===== config.mk =====
export PLATFORM = sky130hd
export DESIGN_NAME = instmem_loader_flat
export DESIGN_NICKNAME = d
export VERILOG_FILES = /design/src/rtl/instmem_loader_if.sv /design/src/rtl/instmem_loader.sv /design/src/flat_wrapper.sv
export SDC_FILE = /design/constraint.sdc
export NUM_CORES = 1
export LEC_CHECK = 0
export CAP_MARGIN = 5
export CORE_ASPECT_RATIO = 1.4
export CORE_MARGIN = 4
export CORE_UTILIZATION = 50
export CTS_CLUSTER_DIAMETER = 80
export DETAILED_ROUTE_END_ITERATION = 8
export PLACE_DENSITY = 0.82
export SLEW_MARGIN = 20
export SYNTH_ARGS = -nofsm -noshare
export SYNTH_HDL_FRONTEND = slang
export SYNTH_SLANG_ARGS = --single-unit

===== constraint.sdc =====
create_clock -name clk -period 2.6 [get_ports clk]
set_input_delay 0.52 -clock clk [delete_from_list [all_inputs] [get_ports clk]]
set_output_delay 0.52 -clock clk [all_outputs]
set_load 0.05 [all_outputs]

===== src/rtl/instmem_loader_if.sv =====
// Byte-stream input and instruction-memory write port of the boot loader.
// slave = loader side, master = byte source / memory side.
interface instmem_loader_if #(
    parameter int ADDR_WIDTH = 16,
    parameter int WORD_WIDTH = 32
);
    logic [7:0]            byte_in;
    logic                  byte_valid;
    logic                  byte_ready;
    logic                  wr_en;
    logic [ADDR_WIDTH-1:0] wr_addr;
    logic [WORD_WIDTH-1:0] wr_data;

    modport slave  (input  byte_in, byte_valid,
                    output byte_ready, wr_en, wr_addr, wr_data);
    modport master (output byte_in, byte_valid,
                    input  byte_ready, wr_en, wr_addr, wr_data);
endinterface


===== src/rtl/instmem_loader.sv =====
// Boot loader: takes a 16-bit big-endian word count followed by big-endian
// 32-bit words from a byte stream and writes them into instruction memory.
module instmem_loader #(
    parameter int ADDR_WIDTH = 16,
    parameter int WORD_WIDTH = 32,
    parameter int DEPTH      = 17
) (
    input  logic              clk,
    input  logic              reset,
    input  logic              start,
    instmem_loader_if.slave   bus,
    output logic              busy,
    output logic              done,
    output logic              error,
    output logic              cpu_hold
);
    typedef enum logic [2:0] {
        S_IDLE, S_LEN_HI, S_LEN_LO, S_DATA, S_WRITE, S_DONE, S_ERR
    } state_t;

    state_t                state, state_n;
    logic [15:0]           len;
    logic [1:0]            b;
    logic [ADDR_WIDTH-1:0] k;
    logic [WORD_WIDTH-1:0] word_q;
    logic [ADDR_WIDTH-1:0] wr_addr_q;
    logic [WORD_WIDTH-1:0] wr_data_q;
    logic                  ready;
    logic                  accept;
    logic                  last;
    logic [15:0]           len_full;

    assign accept   = bus.byte_valid && ready;
    assign len_full = {len[15:8], bus.byte_in};
    assign last     = (32'(k) + 32'd1) == 32'(len);

    assign bus.byte_ready = ready;
    assign bus.wr_addr    = wr_addr_q;
    assign bus.wr_data    = wr_data_q;

    always_ff @(posedge clk) begin
        if (reset) begin
            state     <= S_IDLE;
            len       <= '0;
            b         <= '0;
            k         <= '0;
            word_q    <= '0;
            wr_addr_q <= '0;
            wr_data_q <= '0;
        end else begin
            state <= state_n;
            case (state)
                S_IDLE, S_DONE, S_ERR: if (start) begin
                    b <= '0;
                    k <= '0;
                end
                S_LEN_HI: if (accept) len[15:8] <= bus.byte_in;
                S_LEN_LO: if (accept) len[7:0]  <= bus.byte_in;
                S_DATA: if (accept) begin
                    // Shifting in MSB-first puts byte 0 in bits [31:24].
                    word_q <= {word_q[WORD_WIDTH-9:0], bus.byte_in};
                    b      <= b + 2'd1;
                    if (b == 2'd3) begin
                        wr_data_q <= {word_q[WORD_WIDTH-9:0], bus.byte_in};
                        wr_addr_q <= k;
                    end
                end
                S_WRITE: if (!last) begin
                    k <= k + 1'b1;
                    b <= '0;
                end
                default: ;
            endcase
        end
    end

    always_comb begin
        state_n    = state;
        ready      = 1'b0;
        busy       = 1'b0;
        done       = 1'b0;
        error      = 1'b0;
        cpu_hold   = 1'b1;
        bus.wr_en  = 1'b0;
        case (state)
            S_IDLE: if (start) state_n = S_LEN_HI;
            S_LEN_HI: begin
                ready = 1'b1;
                busy  = 1'b1;
                if (accept) state_n = S_LEN_LO;
            end
            S_LEN_LO: begin
                ready = 1'b1;
                busy  = 1'b1;
                // An empty or oversized image is rejected before any write.
                if (accept)
                    state_n = (len_full == 16'd0 || len_full > 16'(DEPTH)) ? S_ERR : S_DATA;
            end
            S_DATA: begin
                ready = 1'b1;
                busy  = 1'b1;
                if (accept && b == 2'd3) state_n = S_WRITE;
            end
            S_WRITE: begin
                busy      = 1'b1;
                bus.wr_en = 1'b1;
                state_n   = last ? S_DONE : S_DATA;
            end
            S_DONE: begin
                done     = 1'b1;
                cpu_hold = 1'b0;
                if (start) state_n = S_LEN_HI;
            end
            S_ERR: begin
                error = 1'b1;
                if (start) state_n = S_LEN_HI;
            end
            default: state_n = S_IDLE;
        endcase
    end
endmodule

===== src/flat_wrapper.sv =====
// flat-port wrapper written by rule: the top's interface ports become plain ports
module instmem_loader_flat 
#(
    parameter int ADDR_WIDTH = 16,
    parameter int WORD_WIDTH = 32,
    parameter int DEPTH      = 17
)
  (clk, reset, start, busy, done, error, cpu_hold, bus_byte_in, bus_byte_valid, bus_byte_ready, bus_wr_en, bus_wr_addr, bus_wr_data);
  instmem_loader_if #(.ADDR_WIDTH(ADDR_WIDTH), .WORD_WIDTH(WORD_WIDTH)) bus_i ();
  input  logic clk;
  input  logic reset;
  input  logic start;
  output logic busy;
  output logic done;
  output logic error;
  output logic cpu_hold;
  input wire logic [$bits(bus_i.byte_in)-1:0] bus_byte_in;
  input wire logic [$bits(bus_i.byte_valid)-1:0] bus_byte_valid;
  output wire logic [$bits(bus_i.byte_ready)-1:0] bus_byte_ready;
  output wire logic [$bits(bus_i.wr_en)-1:0] bus_wr_en;
  output wire logic [$bits(bus_i.wr_addr)-1:0] bus_wr_addr;
  output wire logic [$bits(bus_i.wr_data)-1:0] bus_wr_data;
  assign bus_i.byte_in = bus_byte_in;
  assign bus_i.byte_valid = bus_byte_valid;
  assign bus_byte_ready = bus_i.byte_ready;
  assign bus_wr_en = bus_i.wr_en;
  assign bus_wr_addr = bus_i.wr_addr;
  assign bus_wr_data = bus_i.wr_data;
  instmem_loader #(.ADDR_WIDTH(ADDR_WIDTH), .WORD_WIDTH(WORD_WIDTH), .DEPTH(DEPTH)) u_core (.clk(clk), .reset(reset), .start(start), .bus(bus_i), .busy(busy), .done(done), .error(error), .cpu_hold(cpu_hold));
endmodule

* Word level (Yosys, flattened, before mapping)
Index checks and enable logic that the tools add are counted.
** Operators by class
- Equal/unequal tests :: 14
- Reductions and logical operators :: 17
- Magnitude comparators :: 1
- Mux-type cells :: 20
- $add $sub $neg :: 3
** Operators with widths (count)
- equality test 32 x 16 -> 1 bit :: 1
- two-way mux 16 bit :: 2
- case mux 16 bit (2 select lines) :: 1
- two-way mux 3 bit :: 6
- adder 16 x 1 -> 17 bit (second input constant) :: 1
- adder 16 x 1 -> 16 bit (second input constant) :: 1
- > comparator 16 x 5 -> 1 bit (second input constant) :: 1
- zero test 16 bit :: 1
- case mux 3 bit (5 select lines) :: 1
- != test 2 x 1 -> 1 bit (second input constant) :: 5
- equality test 3 bit (second input constant) :: 3
- AND reduction 4 bit :: 2
- equality test 3 x 2 -> 1 bit (second input constant) :: 2
- two-way mux 1 bit :: 6
- two-way mux 2 bit :: 3
- case mux 2 bit (3 select lines) :: 1
- AND reduction 2 bit :: 3
- AND reduction 3 bit :: 2
- OR reduction 3 bit :: 2
- OR reduction 4 bit :: 1
- equality test 3 x 1 -> 1 bit (second input constant) :: 1
- zero test 3 bit :: 1
- nonzero test 3 bit :: 1
- adder 2 x 1 -> 2 bit (second input constant) :: 1
- 5 further kinds :: 6
** Storage, ports and cells
- Register bits after elaboration :: 109
- Word-level logic and storage cells :: 63
- Output and inout port bits :: 54

* Longest topological paths before layout
- Word-level depth :: 7
- Depth in mapped cells :: 11

* Worst setup path before layout
Ideal clock, no wire load.
- Kind :: reg2reg
- From :: register u_core.k[0]
- To :: register u_core.k[13]
- Slack :: -0.130 ns
- Arrival :: 2.651 ns
- Stages on the path, launching flop included :: 10
- Data required time :: 2.521 ns
- Library setup time :: 0.079 ns
- Cell sequence :: dfxtp_1 ha_1 nand3_1 or4_4 xnor2_1 nand3_1 nor4_4 buf_6 mux2_1 o211ai_1
** On the way
- Cells in the longest elaborated chain, start to end :: 4
- Elaborated cells on any way between the ends :: 7
- Those cells by class :: add/sub (2); eq/ne (2); mux (2); reduce/logical (1)
** Ends and longest elaborated chain
- start: declaration :: RTL line instmem_loader.sv:24 : logic [ADDR_WIDTH-1:0] k;
- start signal: assignment :: RTL line instmem_loader.sv:69 : k <= k + 1'b1;
- adder 16 x 1 -> 17 bit :: RTL line instmem_loader.sv:35 : assign last = (32'(k) + 32'd1) == 32'(len);
- equality test 32 x 16 -> 1 bit :: RTL line instmem_loader.sv:35
- != test 2 bit (no source line)
- AND reduction 3 bit (no source line)
Several ways; a longest one is shown, not always the timed one. The select of a mux whose other input is x is not followed.
A chain may end at the register's enable or synchronous reset.

* Worst setup path after layout
- From :: register u_core.k[0]
- To :: register u_core.k[6]
Same word-level chain as after synthesis.

==> summary.txt <==
Critical path
  • Startpoint Class: flop
  • Critical Path Most Common Cell: nand3_1
  • Crit Path Category: flop to flop
  • Slowest stage delay, CP: 0.58 ns
  • Critical path capture point type: flop
  • Critical Path RT: between 2 and 3 ns
  • CP Cell Sequence: ha_2, nand3_1, or4_4, xnor2_1, nand3_1, nor4_4, buf_6, buf_12, mux2_1, nand2_1
  • Slowest CP cell: or4_4
  • CP arrival: 2.83 ns
  • Worst r2r path cells: 10
  • Critical path peak fanout: 7

STA
  • Slew HR: 39.4%
  • RSZ-0062 raised after global routing: yes
  • Min Tclk post-route: 2.54 ns
  • Worst Max-Slew Pin Slew: a little over 0.9 ns
  • Fmax: 0.394 GHz
  • Slew Viols, Final: 0
  • Setup violators final: 0
  • Worst setup margin: 0.0608 ns
  • Setup TNS: 0 ns
  • Period utilisation layout: 97.7%
  • Skew final: 0.0110 ns
  • Final Hold Viols: 0

Global route
  • Gr usage total: 22.9%
  • First-pass GRT wire length: 21.7 mm
  • Grt ovf: 0
  • Vias in the first global route: between 4,000 and 5,000
  • Largest net degree at the start of global routing: 92
  • Initial antenna violation count: 0

Yosys
  • Ys async rst share: 0%
  • Mapped Area: a little under 5000 um^2
  • Main synth FF type: dfxtp_1
  • Post-synthesis cell count: 647
  • Synth cell types: 62
  • Synthesized Nets: 661
  • Mapped Avg Cell Area: 7.69 um^2
  • Post-synth EDFFs: 0
  • Register area share after synthesis: 43.9%
  • Seq cells post-synth: ~110
  • Ys Warns: 0

Pwr
  • Maximum vdd drop: 0.457 mV
  • Tot Pwr: 4.15 mW
  • Pwr Density: between 600 and 700 nW/um^2
  • P_leak: 2.23 nW

Clock tree
  • Clk Latency, worst-skew pair: between 0.3 and 0.4 ns
  • CTS tree: built
  • Root Driver: clkbuf_16
  • CTS Sinks: about 110
  • Post-CTS Hold Buffers: 0
  • H-Tree Depth: 3
  • CTS buffer count: 9
  • CTS clk-pin slew, worst paths: 0.08 ns
  • Max clock buf depth: 2

Place
  • RePlAce Congestion: about 1
  • Pre-CTS setup slack: -0.00790 ns
  • DP Area: 5880 um^2
  • Detail Placement HPWL: roughly 9.3 mm
  • IO Port Bufs: 65

Worst hold path
  • Hold Path Stages: 2
  • Worst hold path class: flop to flop

Drt
  • Final ANT Viol Nets: 0
  • Wire per inst: 15.3 um
  • First DRT Iteration DRCs: around 310
  • DRC: 0
  • Vias: 4,784
  • Vias per cell: 5.57
  • Final wirelength: 13.2 mm
  • First-pass detailed-route iteration total: 5

Finish
  • Area Overhead vs Synth: 26.9%
  • Nets: 736
  • Finished Cell Area: 6310 um^2
  • # diodes: 0
  • FILL cells: 815
  • Layout cell share with drive strength beyond 1: about 14%

Floorplan
  • Die Width: approximately 92 um
  • FP Rows: 42
  • IO Count: 66
  • Starting Density: 52.0%
  • Core region area: 9560 um^2
  • Die Height: 126 um
  • Die ar.: roughly 12,000 um^2

Status
  • Status: finished, final reports clean

Flow run
  • Max Cap Viol: 0
repair_timing:
action                                  in CTS  in global routing
setup buffers                                0                  9
resized for setup                            2                 15
pin swaps                                    0                  3
endpoints found under the setup margin       8                 15
final cells by class:
type | count | area, um^2 | area share, %
timing repair buffer | 114 | 1040 | 16.4
inverter | 9 | 33.8 | 0.535
tap | 132 | 165 | 2.62
clock buffer | 9 | 225 | 3.57
sequential | 109 | 2190 | 34.7
multi-input combinational | 479 | 2580 | 40.9
clock inverter | 7 | 73.8 | 1.17
layer usage:
layer	global-route usage [%]	vias to the layer above	wire, um
met5	0	-	0
met4	10.8	0	395
met3	5.01	36	646
met2	39.2	156	6640
met1	26.9	2236	5480
li1	-	2356	-
Yosys cell counts (all sizes together), types with 8 or more instances:
master | n | area share, %
a21oi | 98 | 9.9
buf | 14 | 1.7
clkbuf | 36 | 2.7
dfxtp | 109 | 44
inv | 9 | 0.68
nand2 | 207 | 16
nand3 | 18 | 1.8
nor2 | 15 | 1.1
nor3 | 8 | 0.81
o21ai | 12 | 1.2
or4 | 8 | 1.3
xnor2 | 10 | 1.8
xor2 | 9 | 1.6
placed cells by master (no fill, tap or decap), drive strengths merged, types with 3 or more instances in the layout:
cell and n:
nand2 207, dfxtp 109, a21oi 98, clkdlybuf4s50 58
buf 55, nand3 18, nor2 15, inv 13
o21ai 12, xnor2 10, xor2 9, clkbuf 9
nor3 8, or4 8, and2 7, nand4 7
nor2b 6, o211ai 6, nor4 6, and3 5
a31oi 4, and4 4, mux2 4, nand4b 3
a22oi 3, or3 3, mux2i 3, nand2b 3
worst paths after layout:
path                             to               from  slack, ns
min reg2reg  u_core.bus.wr_data[26]  u_core.word_q[18]       0.45
max reg2reg             u_core.k[6]        u_core.k[0]       0.06
max                     u_core.k[6]        u_core.k[0]       0.06
min          u_core.bus.wr_data[26]  u_core.word_q[18]       0.45
power breakdown:
group,total (mW),switching (mW),internal (mW)
Combinational,0.978,0.586,0.392
Clock,1.38,0.696,0.683
Sequential,1.80,0.0715,1.73
Total,4.15,1.35,2.80
kinds of logic after synthesis:
kind of cell / after synthesis / share of synthesized area, %
flops: 109 / 43.9
simple gates: 305 / 28.4
fa+ha+maj: 3 / 0.704
compound gates: 145 / 17.1
buf+inv: 59 / 5.13
xor+xnor: 19 / 3.35
mux: 7 / 1.51
state kept, by name (all words and copies together), names as in the netlist:
| signal | count |
|---|---|
| u_core.word_q | 24 |
| u_core.len | 16 |
| u_core.state | 3 |
| u_core.bus.wr_addr | 16 |
| u_core.bus.wr_data | 32 |
| u_core.k | 16 |
| u_core.b | 2 |
critical path: cells and delay by family, from the launching register on:
family | cells | cell delay [ns]
flip-flops | 1 | 0.34
adder cells (fa/ha/maj) | 1 | 0.22
buffers and inverters | 2 | 0.28
AND/OR/NAND/NOR | 5 | 1.15
multiplexers | 1 | 0.31
XOR/XNOR | 1 | 0.18
per-stage QoR:
stage | hold slack, ns | util (%) | instances
after floorplan | 0.432 | - | 647
after global placement | 0.443 | 61.5 | 834
after detailed placement | 0.448 | 61.5 | 834
after CTS | 0.459 | 64.7 | 850
after global routing | 0.478 | 66.0 | 859
final | 0.455 | 66.0 | 859
Power figures use the tool's default switching activity.
